[src/rtl/crc_stream_engine.sv]
// crc_stream_engine: streaming CRC generator / checker (MSB-first, non-reflected,
// no final XOR). Generate mode appends the CRC words to each frame; check mode
// forwards frames unchanged and reports the residue on the EOP output beat.
// Optional feature: define CRC_STREAM_ERRCNT_EN to add the saturating o_err_cnt
// output that counts check-mode CRC errors.
module crc_stream_engine #(
    parameter int                  DATAWIDTH  = 32,
    parameter int                  CRCWIDTH   = 32,
    parameter logic [CRCWIDTH-1:0] POLYNOMIAL = 32'h04C11DB7,
    parameter logic [CRCWIDTH-1:0] INIT       = 32'h52325032
) (
    input  logic                 reset,
    input  logic                 clk,
    input  logic                 i_mode,
    input  logic [DATAWIDTH-1:0] i_dat,
    input  logic                 i_val,
    input  logic                 i_sop,
    input  logic                 i_eop,
    output logic                 o_rdy,
    output logic [DATAWIDTH-1:0] o_dat,
    output logic                 o_val,
    output logic                 o_sop,
    output logic                 o_eop,
    input  logic                 i_rdy,
    output logic [CRCWIDTH-1:0]  o_crc,
    output logic                 o_err,
    output logic                 o_err_val
`ifdef CRC_STREAM_ERRCNT_EN
    ,
    output logic [15:0]          o_err_cnt
`endif
);

    localparam int NCRCW = CRCWIDTH / DATAWIDTH;
    localparam int IDXW  = (NCRCW > 1) ? $clog2(NCRCW) : 1;
    localparam logic [IDXW-1:0] IDX_LAST = IDXW'(NCRCW - 1);

    // The CRC must split into whole stream words for the append phase.
    generate
        if ((CRCWIDTH % DATAWIDTH) != 0 || CRCWIDTH < 2) begin : g_width_check
            $error("crc_stream_engine: CRCWIDTH must be a multiple of DATAWIDTH");
        end
    endgenerate

    typedef enum logic [1:0] {
        IDLE   = 2'd0,
        DATA   = 2'd1,
        APPEND = 2'd2
    } state_t;

    state_t                state_q, state_d;
    logic                  mode_q, mode_d;
    logic [CRCWIDTH-1:0]   crc_q, crc_d;
    logic [IDXW-1:0]       idx_q, idx_d;
    logic                  val_q, val_d;
    logic [DATAWIDTH-1:0]  dat_q, dat_d;
    logic                  sop_q, sop_d;
    logic                  eop_q, eop_d;
    logic                  errv_q, errv_d;
    logic                  err_q, err_d;

    logic                  sink_beat;
    logic                  src_beat;
    logic                  out_free;
    logic                  frame_beat;
    logic                  mode_eff;
    logic [CRCWIDTH-1:0]   crc_calc;
    logic [CRCWIDTH-1:0]   crc_slice;

    // One word of the bit-serial CRC recurrence, data MSB first.
    function automatic logic [CRCWIDTH-1:0] crc_step(
        input logic [CRCWIDTH-1:0]  crc,
        input logic [DATAWIDTH-1:0] dat
    );
        logic [CRCWIDTH-1:0] r;
        logic                fb;
        r = crc;
        for (int i = DATAWIDTH - 1; i >= 0; i--) begin
            fb = r[CRCWIDTH-1] ^ dat[i];
            r  = {r[CRCWIDTH-2:0], 1'b0};
            if (fb) begin
                r = r ^ POLYNOMIAL;
            end
        end
        return r;
    endfunction

    assign out_free  = ~val_q | i_rdy;
    assign o_rdy     = out_free & (state_q != APPEND);
    assign sink_beat = i_val & o_rdy;
    assign src_beat  = val_q & i_rdy;
    // Outside a frame only a SOP beat is accepted into the stream; others are dropped.
    assign frame_beat = sink_beat & (i_sop | (state_q == DATA));
    assign mode_eff   = i_sop ? i_mode : mode_q;
    assign crc_calc   = crc_step(i_sop ? INIT : crc_q, i_dat);

    assign o_dat     = dat_q;
    assign o_val     = val_q;
    assign o_sop     = sop_q;
    assign o_eop     = eop_q;
    assign o_err     = err_q;
    assign o_err_val = errv_q;
    assign o_crc     = crc_q;

    // State register.
    always_ff @(posedge clk or posedge reset) begin
        if (reset) begin
            state_q <= IDLE;
        end else begin
            state_q <= state_d;
        end
    end

    // Next-state: IDLE and DATA share the frame-end rule; APPEND leaves after the last CRC word.
    always_comb begin
        state_d = state_q;
        case (state_q)
            IDLE, DATA: begin
                if (frame_beat) begin
                    if (i_eop) begin
                        state_d = mode_eff ? IDLE : APPEND;
                    end else begin
                        state_d = DATA;
                    end
                end
            end
            APPEND: begin
                if (out_free && idx_q == IDX_LAST) begin
                    state_d = IDLE;
                end
            end
            default: state_d = IDLE;
        endcase
    end

    // Output register, CRC and append index updates for the current state.
    always_comb begin
        val_d     = val_q;
        dat_d     = dat_q;
        sop_d     = sop_q;
        eop_d     = eop_q;
        errv_d    = errv_q;
        err_d     = err_q;
        mode_d    = mode_q;
        crc_d     = crc_q;
        idx_d     = idx_q;
        crc_slice = crc_q >> (DATAWIDTH * (NCRCW - 1 - int'(idx_q)));

        if (src_beat) begin
            val_d  = 1'b0;
            sop_d  = 1'b0;
            eop_d  = 1'b0;
            errv_d = 1'b0;
            err_d  = 1'b0;
        end

        if (frame_beat) begin
            crc_d  = crc_calc;
            if (i_sop) begin
                mode_d = i_mode;
            end
            val_d  = 1'b1;
            dat_d  = i_dat;
            sop_d  = i_sop;
            // Generate mode moves EOP onto the last appended CRC word.
            eop_d  = i_eop & mode_eff;
            errv_d = i_eop & mode_eff;
            err_d  = i_eop & mode_eff & (crc_calc != '0);
        end else if (state_q == APPEND && out_free) begin
            val_d  = 1'b1;
            dat_d  = crc_slice[DATAWIDTH-1:0];
            sop_d  = 1'b0;
            eop_d  = (idx_q == IDX_LAST);
            errv_d = 1'b0;
            err_d  = 1'b0;
            idx_d  = (idx_q == IDX_LAST) ? '0 : idx_q + IDXW'(1);
        end
    end

    // Datapath and output registers; reset discards any frame in flight.
    always_ff @(posedge clk or posedge reset) begin
        if (reset) begin
            val_q  <= 1'b0;
            dat_q  <= '0;
            sop_q  <= 1'b0;
            eop_q  <= 1'b0;
            errv_q <= 1'b0;
            err_q  <= 1'b0;
            mode_q <= 1'b0;
            crc_q  <= INIT;
            idx_q  <= '0;
        end else begin
            val_q  <= val_d;
            dat_q  <= dat_d;
            sop_q  <= sop_d;
            eop_q  <= eop_d;
            errv_q <= errv_d;
            err_q  <= err_d;
            mode_q <= mode_d;
            crc_q  <= crc_d;
            idx_q  <= idx_d;
        end
    end

`ifdef CRC_STREAM_ERRCNT_EN
    logic [15:0] err_cnt_q, err_cnt_d;

    // Count each flagged check-mode EOP once, when it leaves the output register.
    always_comb begin
        err_cnt_d = err_cnt_q;
        if (src_beat && errv_q && err_q && err_cnt_q != 16'hFFFF) begin
            err_cnt_d = err_cnt_q + 16'd1;
        end
    end

    // Error counter register.
    always_ff @(posedge clk or posedge reset) begin
        if (reset) begin
            err_cnt_q <= 16'd0;
        end else begin
            err_cnt_q <= err_cnt_d;
        end
    end

    assign o_err_cnt = err_cnt_q;
`endif

endmodule

[config.mk]
export PLATFORM = sky130hd
export DESIGN_NAME = crc_stream_engine
export DESIGN_NICKNAME = d
export VERILOG_FILES = /design/src/rtl/crc_stream_engine.sv
export SDC_FILE = /design/constraint.sdc
export NUM_CORES = 1
export LEC_CHECK = 0
export CORE_MARGIN = 3
export CORE_UTILIZATION = 23
export DETAILED_ROUTE_END_ITERATION = 10
export SKIP_LAST_GASP = 1
export SYNTH_ARGS = -nofsm -noshare
export SYNTH_HDL_FRONTEND = slang
export SYNTH_SLANG_ARGS = --single-unit
[constraint.sdc]
create_clock -name clk -period 8.8 [get_ports clk]
set_input_delay 2.64 -clock clk [delete_from_list [all_inputs] [get_ports clk]]
set_output_delay 2.64 -clock clk [all_outputs]
set_load 0.02 [all_outputs]
# Word-level counts from Yosys, hierarchy flattened
# Index checks and enable logic that the tools add are counted.
# totals
ff_bits,73
in_bits,39
word_cells,153
# op_classes
add_sub_neg,2
n_eq_ne,5
n_shift,1
n_mux,51
n_bitwise,75
n_reduce_logical,9
# ops
op,count
$mux 27,32
$not 14->14,32
$mux 32,3
$reduce_bool 32->1,1
$shr 32x32->32,1
$xor 1x1->1,32
$mux 1,11
$mux 2,4
$and 1x1->1,6
$ne 2x2->1 const B,3
$pmux 2 s2,1
$reduce_and 2->1,2
$not 1->1,3
$reduce_bool 3->1,1
$eq 2x1->1 const B,1
$eq 2x2->1 const B,1
$logic_and 1x1->1,2
$logic_not 2->1,1
$or 1x1->1,2
$reduce_bool 2->1,1
$reduce_or 2->1,1
$sub 1x1->2 const A,1
$add 1x1->1 const B,1

# Longest topological paths before layout
# Gate-level depths: netlist (run 1).
# depth
ltp_word,68
ltp_mapped,17
ltp_nobuf,14

# Worst setup path after synthesis (run 1)
# No wires, ideal clock.
# synth_path
path_kind,in2reg
startpoint,input i_dat[30]
endpoint,register err_q (netlist: o_err)
setup_time_ns,0.139
arrival_time_ns,6.330
t_required_ns,8.661
slack_ns,2.331
cell_stages,14
n_path_buf,1
path_cell_list,clkbuf_1 xnor2_1 xor2_1 xnor3_2 xnor2_2 xnor2_1 xor3_1 xnor2_1 ha_1 nand2_1 or4_1 nor4_1 and4_1 a41oi_1
# synth_between
elab_chain_cells,44
word_cells_on_any_way,83
# synth_lines
item,line,source
start: declaration,15,"input logic [DATAWIDTH-1:0] i_dat,"
$xor 1x1->1 (*),79,fb = r[CRCWIDTH-1] ^ dat[i];
$mux 27 (*),81,if (fb) begin
$not 14->14 (no line),-,
$mux 27,81,
$not 14->14 (no line),-,
$mux 27 (2 in a row),81,
$not 14->14 (no line),-,
$mux 27,81,
(+25 left out),-,
$mux 27,81,
$not 14->14 (no line),-,
$mux 27 (3 in a row),81,
$not 14->14 (no line),-,
$mux 27,81,
$reduce_bool 32->1 (*),168,err_d = i_eop & mode_eff & (crc_calc != '0);
$and 1x1->1 (*),168,
$mux 1 (*),157,if (frame_beat) begin
end signal: assignment,198,err_q <= err_d;
end: declaration,60,"logic err_q, err_d;"
# Mark *: on every way between the ends. The rest lies on a longest branch, timed or not.
# A chain may end at the register's enable or synchronous reset.

# Final worst setup path (run 1)
# layout_path
startpoint,input i_sop
endpoint,register err_q (netlist: o_err)
# layout_between
elab_chain_cells,45
word_cells_on_any_way,105
# layout_lines
item,line,source
start: declaration,17,"input logic i_sop,"
$mux 32,95,"assign crc_calc = crc_step(i_sop ? INIT : crc_q, i_dat);"
"$xor 1x1->1, or another cell as far along",79,
$mux 27 or $not 14->14 (tied branches),-,
"$mux 27, or another cell as far along (3 in a row)",81,
$not 14->14 (no line) or $mux 27 (tied branches),-,
"$mux 27, or another cell as far along",81,
$mux 27 or $not 14->14 (tied branches),-,
"$mux 27, or another cell as far along (4 in a row)",81,
(+24 left out),-,
$mux 27 or $not 14->14 (tied branches),-,
"$not 14->14 (no line), or another cell as far along",-,
$mux 27 or $not 14->14 (tied branches),-,
"$not 14->14 (no line), or another cell as far along",-,
$mux 27,81,
$reduce_bool 32->1,168,
$and 1x1->1,168,
$mux 1,157,
# Parallel ways exist; a longest one is shown, timed or not.

==> metrics.cfg, run 1 <==
[floorplanning]
die_area_mm2=0.0323
fp.dieW_um=180
die_h_um=180
row_count=63
core_mm2=0.0297
initial_core_util_pct=23.4
ios=109

[routing]
vias=4926
detail_route.iter0.violations=345
dr.pass1.iters=5
drtAntennaViolNets=0
routed_wirelength_um=22400
drcViolationCount=0
wl_per_cell_um=19.7
via_per_inst=4.32

[yosys]
synth-seq-cells=72
netlist_area_mm2=0.00695
synth_top_family_by_area=XOR/XNOR gates
ys_async_sr_fraction_pct=100
synth_largest_type_area_fraction_pct=22.0
synth.avg_cell_area_um2=10.8
yosysUniqueCellTypes=47
syn-instance-count=644
synthTopCellsByArea=dfrtp_1 (22%), xnor2_1 (19%), xnor3_1 (14%), xor2_1 (7.6%), xnor2_2 (5.4%)
synthAdderAreaFrac_pct=0.324
ys_seq_area_share_pct=26.1
synth_mux_area_share_pct=7.31
synth_flop_cell=dfrtp_1
synth_compound_area_share_pct=5.08
yosysWarnings=0
synthSimpleGateAreaFrac_pct=8.19
synth_edf_count=0
synth_xor_area_share_pct=50.7
synth_nets=684
synth_top_cell_by_area=dfrtp_1

[layout]
layout_commonest_cell=xnor2_1
register_area_mm2=0.00182
layout-drive-gt1-share_pct=12.0
antennaDiodeCount=0
layout_common_cells=xnor2_1 (154), clkdlybuf4s50_1 (108), nand2_1 (66)
nets=784
multi_input_area_mm2=0.00499
fillers=3064
area_growth_pct=26.4

[worst_setup_path]
r2r_start=o_crc[31]
cp_max_fo=42
required_ns=9.02
cp.arrival_ns=7.52
crit_type=input port to register
rrSetupSlack_ns=3.77
r2r-end=o_err
r2r_cells=14
crit_path_end_kind=register
start_kind=input port

[worst_hold_path]
min_to=state_q[0]
holdPathStages=1
hp-class=register to register
worstHoldStart=state_q[1]

[sta]
relSlewSlack_pct=32.9
post-route-min-period_ns=7.30
setup_slack_ns=1.50
min_period_over_period_pct=83.0
hold_violations=0
max_freq_mhz=137
rsz0062_at_grt=no
worstMarginPinSlew_ns=1.01
finalSetupViolCount=0
fin_skew_ns=0.00856
fin_setup_tns_ns=0
slew_violations=0

[global_route]
antenna_found_initial=0
groute.usage.overall_pct=14.0
grt_max_degree=80
grt_pass1_wl_um=34300
gr-total-overflow=0
grt_pass1_vias=5160

[place]
routabilityCongestion=0.977
dp_hpwl_um=17500
portBuffers=108
pre_cts_ws_ns=1.18

[clock_network]
clkTransAtPathRegs_ns=0.06
cts.sinks=72
cts_buffers=9
clock_tree.buffer_depth=2
clk_latency_ns=0.35
cts_root_buffer=clkbuf_16
postCtsHoldBufs=0
cts_setup_buffers=0
cts-resized-gates=0
tritoncts=yes
htree_levels=3

[flow_run]
cap_viol_max_count=0

[run_status]
status=finished, final reports clean

## layer usage
layer | routed length, um | track usage [%] | up-vias
li1 | - | - | 2321
met1 | 10600 | 19.9 | 2407
met2 | 9830 | 20.9 | 172
met3 | 1640 | 4.23 | 26
met4 | 401 | 2.82 | 0
met5 | 0 | 0 | -
## through the flow
step                util (%)  cell area (um2)  hold slack [ns]  cells
finish                  29.6             8780            0.485   1139
global route            29.6             8780            0.497   1139
CTS                     29.6             8780            0.478   1139
detailed placement      28.5             8480            0.472   1123
global placement        28.5             8480            0.465   1123
floorplan                  -             6950            0.447    644
## registers in the layout, indices dropped and copies added (netlist names)
register and cells:
mode_q 1, o_crc 32, o_dat 32, o_eop 1, o_err 1, o_err_val 1
o_sop 1, o_val 1, state_q 2
## worst max path at each step
stage | startpoint | to | depth (start not counted)
after floorplan | i_dat[30] | o_err | 14
after global placement | i_sop | o_err | 15
after detailed placement | i_sop | o_err | 15
after CTS | i_sop | o_err | 16
after global routing | i_sop | o_err | 15
final | i_sop | o_err | 16
## Yosys cell counts (5+ instances only)
library cell and instances:
and3_1 5, buf_2 11, clkbuf_1 18, dfrtp_1 61, dfstp_2 11, mux2_2 14
mux2i_1 35, nand2_1 66, nand2b_1 6, nor2_1 33, nor2b_1 9, o21ai_0 48
xnor2_1 154, xnor2_2 23, xnor3_1 42, xor2_1 60, xor3_1 5
## critical path, cell delays in order
cell and delay (ns):
clkdlybuf4s50_1 0.48, buf_4 0.42, nor2b_1 0.16, xnor2_2 0.18, xnor3_2 0.55, xnor3_2 0.47, xnor3_1 0.48, xnor2_4 0.39
xnor2_2 0.20, xnor2_1 0.33, ha_1 0.21, nand2_1 0.05, or4_1 0.40, nor4_1 0.22, and4_1 0.23, a41oi_1 0.10
## cell families (layout without fill, tap and decap cells)
group / after synthesis / after routing
XOR/XNOR: 293 / 293
AND/OR/NAND/NOR: 130 / 130
flip-flops: 72 / 72
AO/OA/AOI/OAI: 63 / 63
multiplexers: 49 / 49
buffers and inverters: 35 / 140
adder cells (fa/ha/maj): 2 / 2
## layout make-up
type | count | area share [%]
repair buffers | 121 | 13.4
clock inverters | 7 | 0.897
well taps | 390 | 5.56
flip-flops and latches | 72 | 20.7
inverters | 3 | 0.128
multi-input cells | 537 | 56.8
clock buffers | 9 | 2.56
Power of run 1 is left out: the tool's default activity adds up to more than one toggle a clock period on the data nets, which glitch-free logic cannot reach.
==> inputs of run 2 (changes only) <==
==> constraint.sdc (replaced) <==
create_clock -name clk -period 7.6 [get_ports clk]
set_input_delay 2.28 -clock clk [delete_from_list [all_inputs] [get_ports clk]]
set_output_delay 2.28 -clock clk [all_outputs]
set_load 0.02 [all_outputs]
==> run 2 against run 1 <==
Non-clock buffer count up 11. Sequential cell count stayed put. Highest routed layer unchanged. Die area unchanged.
==> metrics.cfg, run 2 (synthesis results as in run 1) <==
[clock_network]
clock_tree.buffer_depth=2  ; unchanged
cts-resized-gates=0  ; unchanged
tritoncts=yes  ; unchanged
clkTransAtPathRegs_ns=0.07  ; was 0.06 ns
cts_buffers=9  ; unchanged
postCtsHoldBufs=0  ; unchanged
cts_root_buffer=clkbuf_16  ; unchanged
htree_levels=3  ; unchanged
clk_latency_ns=0.36  ; was 0.35 ns
cts_setup_buffers=0  ; unchanged
cts.sinks=72  ; unchanged

[worst_setup_path]
r2r-end=o_err  ; unchanged
cp.arrival_ns=7.08  ; was 7.52 ns
crit_type=input port to register  ; unchanged
cp_top_family=XOR/XNOR gates  ; unchanged
start_kind=input port  ; unchanged
critPathMaxStageDelay_ns=0.70  ; was 0.55 ns
required_ns=7.82  ; was 9.02 ns
crit_path_top_delay_cell=clkdlybuf4s50_1  ; was xnor3_2
r2r_cells=12  ; was 14
critPathBufInv=1  ; was 2
cpMostUsedCell=xnor2_1
worstPathCellList=clkdlybuf4s50_1 > xnor2_1 > xor2_1 > xnor3_2 > xnor2_2 > xnor2_1 > xor3_1 > xnor2_1 > ha_1 > nand2_1 > or4_1 > nor4_1 > and4_1 > a41oi_1  ; was clkdlybuf4s50_1 > buf_4 > nor2b_1 > xnor2_2 > xnor3_2 > xnor3_2 > xnor3_1 > xnor2_4 > xnor2_2 > xnor2_1 > ha_1 > nand2_1 > or4_1 > nor4_1 > and4_1 > a41oi_1
rrSetupSlack_ns=2.56  ; was 3.77 ns
cp_max_fo=7  ; was 42
r2r_start=o_crc[31]  ; unchanged
crit_path_end_kind=register  ; unchanged

[floorplanning]
die_h_um=180  ; unchanged
core_mm2=0.0297  ; unchanged
initial_core_util_pct=23.4  ; unchanged
row_count=63  ; unchanged
ios=109  ; unchanged
fp.dieW_um=180  ; unchanged
die_area_mm2=0.0323  ; unchanged

[layout]
layout-drive-gt1-share_pct=13.2  ; was 12.0%
layout_common_cells=xnor2_1 (154), clkdlybuf4s50_1 (108), nand2_1 (66)  ; unchanged
fillers=3043  ; was 3064
nets=795  ; was 784
area_growth_pct=28.2  ; was 26.4%
antennaDiodeCount=0  ; unchanged
layout_commonest_cell=xnor2_1  ; unchanged

[sta]
max_freq_mhz=146
min_period_over_period_pct=90.2
finalSetupViolCount=0  ; unchanged
setup_slack_ns=0.747  ; was 1.50 ns
hold_violations=0  ; unchanged
fin_skew_ns=0.0121  ; was 0.00856 ns
relSlewSlack_pct=35.7  ; was 32.9%
rsz0062_at_grt=no  ; unchanged
post-route-min-period_ns=6.85
slew_violations=0  ; unchanged
worstMarginPinSlew_ns=0.965  ; was 1.01 ns
fin_setup_tns_ns=0  ; unchanged

[global_route]
antenna_found_initial=0  ; unchanged
use_met2_pct=21.3  ; was 20.9%
grt.met1_usage_pct=20.6  ; was 19.9%
grt_pass1_vias=5167  ; was 5160
grt_max_degree=80  ; unchanged
gr-total-overflow=0  ; unchanged
groute.usage.overall_pct=14.2  ; was 14.0%
use_met3_pct=3.64  ; was 4.23%
grt-busiest-layer=met2  ; unchanged
grt_pass1_wl_um=34900  ; was 34300 um

[routing]
drtAntennaViolNets=0  ; unchanged
detail_route.iter0.violations=297  ; was 345
drcViolationCount=0  ; unchanged
vias=5007  ; was 4926
routed_wirelength_um=22800  ; was 22400 um
wl_per_cell_um=19.8  ; was 19.7 um
dr.pass1.iters=5  ; unchanged
via_per_inst=4.35  ; was 4.32

[place]
dp_hpwl_um=17800  ; was 17500 um
pre_cts_ws_ns=0.476  ; was 1.18 ns
routabilityCongestion=0.914  ; was 0.977
portBuffers=108  ; unchanged

[run_status]
status=finished, final reports clean  ; unchanged

[worst_hold_path]
hp-class=register to register  ; unchanged
worstHoldStart=state_q[1]  ; unchanged
holdPathStages=1  ; unchanged
min_to=state_q[0]  ; unchanged

[flow_run]
cap_viol_max_count=0  ; unchanged

## run 2: changes by cell type in the layout (fill, tap and decap cells not counted), sizes merged
cell | before | now
clkinv | 4 | 0
bufinv | 1 | 3
clkbuf | 9 | 10
clkinvlp | 0 | 1
buf | 13 | 24
## run 2: worst max path at each step
stage               startpoint  slack [ns]     to  depth (start not counted)
CTS                  i_dat[31]        0.79  o_err                         14
detailed placement   i_dat[31]        0.48  o_err                         14
global route             i_sop        0.49  o_err                         16
global placement     i_dat[28]        0.49  o_err                         14
finish               i_dat[31]        0.75  o_err                         14
floorplan            i_dat[30]        1.49  o_err                         14
## run 2: final cells by class
class	instances	area, um2	share of cell area, %
sequential	72	1820	20.4
clock inverter	6	115	1.29
timing repair buffer	132	1260	14.2
tap	390	488	5.48
multi-input combinational	537	4990	56.0
inverter	3	11.3	0.126
clock buffer	10	229	2.57
## run 2: metal layers
layer,up-vias,part of all wire (%)
li1,2347,-
met1,2459,49
met2,178,43
met3,23,7.2
met4,0,1.5
met5,-,0
## run 2: worst reg2reg max path: stages (launching register included)
cell and delay [ns]:
dfrtp_1 0.80, xor2_1 0.37, nor2_1 0.18, xnor2_2 0.43, xnor3_1 0.45, xor2_1 0.28
xnor3_1 0.60, xnor2_2 0.37, xnor3_1 0.51, nor4_1 0.37, and3_1 0.25, and4_1 0.20
a41oi_1 0.10
## run 2: through the flow
| step | hold slack [ns] | utilization, % | cells | cell area [um2] |
|---|---|---|---|---|
| finish | 0.482 | 30.0 | 1150 | 8910 |
| global route | 0.512 | 30.0 | 1150 | 8910 |
| CTS | 0.486 | 30.0 | 1150 | 8910 |
| detailed placement | 0.465 | 28.8 | 1134 | 8560 |
| global placement | 0.467 | 28.8 | 1134 | 8560 |
| floorplan | 0.447 | - | 644 | 6950 |
Power of run 2 is left out for the same reason.
==> edit 1, RTL diff (config.mk and constraints of run 2) <==
Add an input register stage for `i_mode`; this delays it by one clock. The other inputs are not delayed to match.
--- a/src/rtl/crc_stream_engine.sv
+++ b/src/rtl/crc_stream_engine.sv
@@ -35,6 +35,12 @@
     localparam int IDXW  = (NCRCW > 1) ? $clog2(NCRCW) : 1;
     localparam logic [IDXW-1:0] IDX_LAST = IDXW'(NCRCW - 1);
 
+    logic i_mode_q;
+
+    always_ff @(posedge clk) begin
+        i_mode_q <= i_mode;
+    end
+
     // The CRC must split into whole stream words for the append phase.
     generate
         if ((CRCWIDTH % DATAWIDTH) != 0 || CRCWIDTH < 2) begin : g_width_check
@@ -91,7 +97,7 @@
     assign src_beat  = val_q & i_rdy;
     // Outside a frame only a SOP beat is accepted into the stream; others are dropped.
     assign frame_beat = sink_beat & (i_sop | (state_q == DATA));
-    assign mode_eff   = i_sop ? i_mode : mode_q;
+    assign mode_eff   = i_sop ? i_mode_q : mode_q;
     assign crc_calc   = crc_step(i_sop ? INIT : crc_q, i_dat);
 
     assign o_dat     = dat_q;
@@ -157,7 +163,7 @@
         if (frame_beat) begin
             crc_d  = crc_calc;
             if (i_sop) begin
-                mode_d = i_mode;
+                mode_d = i_mode_q;
             end
             val_d  = 1'b1;
             dat_d  = i_dat;
Check against the original RTL: not equivalent (a bounded check fails within 4 cycles, from zero or initial values and one cycle with reset high).
==> edit 1 against run 2 <==
Critical path depth up 1. Area after synthesis increased by 0.29%. Sequential cell count grew 1. Wire length rose by 2.1%. Cell area is essentially flat. Global-route usage rose by 0.17 points. Fmax shrank 1.5%. Setup slack lost 0.11 ns. Clock skew is 0.0022 ns lower.
Power is left out: the tool's default activity adds up to more than one toggle a clock period on the data nets, which glitch-free logic cannot reach.
==> edit 1: results (changes against run 2) <==
| Metric | Value |
|---|---|
| Post-layout net count | `800 (+0.63%)` |
| Cell total after placement | `1,139 (+0.44%)` |
| Post-synthesis sequential area ratio | `26.34% (+0.21 points)` |
| Source of the critical timing path | `i_sop` |
| Area growth syn-to-layout | `27.83%` |
| Hold Crit Class | `reg2reg` |
| Worst Skew | `0.009899 ns (-0.002220 ns)` |
| Slew at the pin closest to its max-slew limit | `0.9997 ns (+0.03489 ns)` |
| Number of cells traversed by the worst register-to-register path | `14 (+2)` |
| Met1 Resource Use GR | `21.03% (+0.48 points)` |
| Proportion of layout cells with a drive suffix above 1 | `13.59% (+0.44 points)` |
| Cell types with the largest area share after synthesis | `sky130_fd_sc_hd__dfrtp_1, sky130_fd_sc_hd__xnor2_1, sky130_fd_sc_hd__xnor3_1` |
| Register-to-register path setup slack | `2.58 ns (+0.02 ns)` |
| Status | `completed` |
| Overall routing resource usage | `14.33% (+0.17 points)` |
| Final weighted congestion in routability-driven placement | `0.9293 (+1.7%)` |
| Crit path arrival time | `7.18 ns (+0.10 ns)` |
| Detailed-route via count | `5,001 (-0.12%)` |
| Stage delay of the slowest cell on the critical path | `0.64 ns (-0.06 ns)` |
| Via count of the first global-routing pass | `5,181 (+0.27%)` |
| Nets in the synthesized netlist | `685 (+0.15%)` |
| Total wirelength of the detailed-routed design | `23.31 mm (+2.1%)` |
| # fillers | `3,057 (+0.46%)` |
| Wire length of the first global-routing pass | `35.13 mm (+0.75%)` |
| Largest driver fanout on the critical path | `12 (+5)` |
| Met2 routing resource usage after global routing | `21.35% (+0.045 points)` |
| Yosys cell types | `48 (+2.1%)` |
| Vias per inst | `4.330 (-0.55%)` |
-- edit 1: cell types whose count changed in the layout (fill, tap and decap cells not counted) --
cell and change:
sky130_fd_sc_hd__buf_4 +4, sky130_fd_sc_hd__bufinv_16 -2, sky130_fd_sc_hd__clkinv_2 +1, sky130_fd_sc_hd__clkinv_4 +1, sky130_fd_sc_hd__clkinvlp_4 +1, sky130_fd_sc_hd__dfxtp_1 +1
sky130_fd_sc_hd__inv_6 -1
-- edit 1: how the worst min path moves through the flow --
stage	depth (start not counted)	slack [ns]	startpoint	end
after global placement	1	0.47	state_q[1]$_DFFE_PP0P_	state_q[0]$_DFFE_PP0P_
after floorplan	1	0.45	state_q[1]$_DFFE_PP0P_	state_q[0]$_DFFE_PP0P_
after detailed placement	1	0.47	o_sop$_DFFE_PP0P_	o_sop$_DFFE_PP0P_
after CTS	1	0.48	state_q[1]$_DFFE_PP0P_	state_q[0]$_DFFE_PP0P_
final	1	0.48	state_q[1]$_DFFE_PP0P_	state_q[0]$_DFFE_PP0P_
after global routing	1	0.51	i_mode_q$_DFF_P_	mode_q$_DFFE_PP0P_
-- edit 1: cell families after synthesis --
| group | after synthesis | synth area share [%] |
|---|---|---|
| xor gates and xnor gates | 293 | 50.57 |
| and+or+nand+nor | 130 | 8.169 |
| DFF | 73 | 26.34 |
| AOI/OAI and AO/OA | 63 | 5.063 |
| muxes | 49 | 7.289 |
| buffers and inverters | 35 | 2.244 |
| adders and majority gates | 2 | 0.3231 |
-- edit 1: worst max-delay path: cells and delay by family --
family / cells / cell delay (ns)
XOR/XNOR: 6 / 2.42
AND/OR/NAND/NOR: 5 / 1.28
buffers and inverters: 2 / 0.92
adder cells (fa/ha/maj): 1 / 0.18
AO/OA/AOI/OAI: 1 / 0.10
-- edit 1: routing by layer --
layer  up-vias  share of wire [%]  wire [um]
li1       2351                  -          -
met1      2472                 49      11410
met2       153                 43      10050
met3        25                6.0       1401
met4         0                1.9        452
met5         -                  0          0
-- edit 1: cell type report --
cell class	instances	area, um2	area share, %
multi-input combinational	537	4986	55.97
sequential	73	1836	20.60
tap	390	488.0	5.478
inverter	3	11.26	0.1264
timing repair buffer	136	1291	14.49
clock buffer	10	229.0	2.570
clock inverter	6	67.56	0.7584
-- edit 1: through the flow --
step	hold slack (ns)	cell area (um2)	setup WS (ns)
after floorplan	0.4474	6969	1.491
after global placement	0.4656	8612	0.3492
after detailed placement	0.4650	8612	0.3406
after CTS	0.4848	8909	0.6848
after global routing	0.5103	8909	0.4004
final	0.4820	8909	0.6403
==> edit 2, RTL diff (flow settings as in run 2) <==
Made on the original files. `CRCWIDTH`: 32 -> 64.
--- a/src/rtl/crc_stream_engine.sv
+++ b/src/rtl/crc_stream_engine.sv
@@ -5,7 +5,7 @@
 // output that counts check-mode CRC errors.
 module crc_stream_engine #(
     parameter int                  DATAWIDTH  = 32,
-    parameter int                  CRCWIDTH   = 32,
+    parameter int                  CRCWIDTH   = 64,
     parameter logic [CRCWIDTH-1:0] POLYNOMIAL = 32'h04C11DB7,
     parameter logic [CRCWIDTH-1:0] INIT       = 32'h52325032
 ) (
Ports: changed (resized o_crc); port bits go from 109 to 141. No check against the original RTL was run, so the function may have changed too.
==> edit 2 against run 2 <==
Fmax up 14%. Worst hold slack about the same. Wire length up 59%. Via count up 45%. Count of clock-buffer cells in the layout down 1. Utilization down 1.5 points. Area after synthesis up 36%. Setup slack better by 0.83 ns. Non-clock buffer count up 16. Cell area up 28%. First-iteration DRC count up 85%. Sequential cell count up 33. Critical path type is now in2out. Highest routed layer unchanged.
Power is not shown: default switching activity piles up to over one toggle a cycle in this logic, so the estimate is an artifact.
==> edit 2: results (changes against run 2) <==
| Metric | Value |
|---|---|
| Crit path arrival time | `3.74 ns (-3.34 ns)` |
| Post-layout net count | `1,062 (+34%)` |
| DPL Wire Length | `27.87 mm (+57%)` |
| Slew at the pin closest to its max-slew limit | `0.9189 ns (-0.04589 ns)` |
| Cell at the root of the clock tree | `sky130_fd_sc_hd__clkbuf_16` |
| Status | `completed` |
| Vias per inst | `4.664 (+7.1%)` |
| Yosys cell types | `52 (+11%)` |
| TritonCTS Buffers | `9 (unchanged)` |
| Cell types with the largest area share after synthesis | `sky130_fd_sc_hd__dfrtp_1, sky130_fd_sc_hd__xnor2_1, sky130_fd_sc_hd__xnor3_1` |
| H-tree depth | `3 (unchanged)` |
| Max FFs per register | `64` |
| Number of port buffers | `140 (+30%)` |
| Final weighted congestion in routability-driven placement | `0.9322 (+2.0%)` |
| Overall routing resource usage | `16.45% (+2.3 points)` |
| Clock buffer depth | `2 (unchanged)` |
| Fraction of registers with async set/reset | `100.0% (unchanged)` |
| Post CTS Setup Buffer Count | `0 (unchanged)` |
| Critical-path top delay cell | `sky130_fd_sc_hd__clkdlybuf4s50_1` |
| Largest net degree at the start of global routing | `66 (-18%)` |
| Source-to-sink clock delay at the later pin of the worst-skew pair | `0.38 ns (+0.02 ns)` |
| Hold bufs inserted after CTS | `0 (unchanged)` |
| Routed len/inst | `23.44 um (+18%)` |
| Post-synthesis sequential area ratio | `27.89% (+1.8 points)` |
| CTS clock-pin slew for the worst setup and hold paths | `0.07 ns (about the same)` |
| Nets in the synthesized netlist | `997 (+46%)` |
| Wire length of the first global-routing pass | `52.70 mm (+51%)` |
| Antenna violations before repair | `1 (+1)` |
| Worst Skew | `0.01633 ns (+0.004214 ns)` |
| Ranking of synthesized cells by instance count | `sky130_fd_sc_hd__xnor2_1, sky130_fd_sc_hd__nor2_1, sky130_fd_sc_hd__nand2_1` |
| Post_cts resized | `0 (unchanged)` |
| Final setup violation count | `0 (unchanged)` |
| # diodes | `0 (unchanged)` |
| Stage delay of the slowest cell on the critical path | `0.62 ns (-0.08 ns)` |
| Iteration-0 DRC count of the detailed router | `548 (+85%)` |
| Proportion of layout cells with a drive suffix above 1 | `6.913% (-6.2 points)` |
| Via count of the first global-routing pass | `7,243 (+40%)` |
| Hold Crit Class | `reg2reg` |
| Drt pass-1 iters | `5 (unchanged)` |
| Synthesis Warnings | `0 (unchanged)` |
| Largest driver fanout on the critical path | `5 (-2)` |
==> edit 2: cell types whose count changed in the layout (fill, tap and decap cells not counted), moves of 12 or more <==
cell,change
sky130_fd_sc_hd__xnor3_1,+12
sky130_fd_sc_hd__buf_4,-15
sky130_fd_sc_hd__nor2_1,+70
sky130_fd_sc_hd__clkdlybuf4s50_1,+31
sky130_fd_sc_hd__dfrtp_1,+32
sky130_fd_sc_hd__nand2_1,+29
sky130_fd_sc_hd__a221o_1,+32
sky130_fd_sc_hd__xnor2_1,+54
==> edit 2: worst max-delay path: cells and delay by family <==
family / cells / cell delay, ns
buffers and inverters: 2 / 1.09
AND/OR/NAND/NOR: 1 / 0.19
AO/OA/AOI/OAI: 1 / 0.18
==> edit 2: through the flow <==
stage	hold WS (ns)	util (%)	cells	area [um2]	setup slack, ns
after floorplan	0.4766	-	957	9469	2.578
after global placement	0.4741	27.70	1536	11130	1.576
after detailed placement	0.4683	27.70	1536	11130	1.580
after CTS	0.4870	28.47	1552	11440	1.571
after global routing	0.5054	28.47	1552	11440	1.500
final	0.4814	28.47	1552	11440	1.577
==> edit 2: cell type report <==
class                      count  area, um2
fill                        4226      28750
multi-input combinational    755       6360
sequential                   105       2643
timing repair buffer         148       1459
tap                          525      656.9
clock buffer                   9      225.2
clock inverter                 7      85.08
inverter                       3      13.76
==> edit 2: kinds of logic after synthesis <==
family / share of synthesized area, %
xor gates and xnor gates: 43.14
muxes: 3.739
adders and majority gates: 0.2378
and+or+nand+nor: 12.13
AOI/OAI and AO/OA: 7.730
buffers and inverters: 5.127
DFF: 27.89
==> edit 2: metal layers <==
layer,part of all wire [%],global-route usage (%)
met1,44,22.30
met4,1.9,3.811
met3,6.4,3.093
met2,47,27.24
met5,0,0
==> edit 2: final timing paths <==
path,to,startpoint,depth (start not counted),slack (ns)
worst max-delay path,o_rdy,i_rdy,4,1.58
max in group asynchronous,o_crc[49]$_DFFE_PP0P_,reset,3,3.96
worst min-delay path,o_sop$_DFFE_PP0P_,o_sop$_DFFE_PP0P_,1,0.48
worst max register to register,o_err$_DFFE_PP0P_,o_crc[44]$_DFFE_PP0P_,8,4.42
worst min register to register,o_sop$_DFFE_PP0P_,o_sop$_DFFE_PP0P_,1,0.48
min in group asynchronous,o_dat[5]$_DFFE_PP0P_,reset,2,2.44
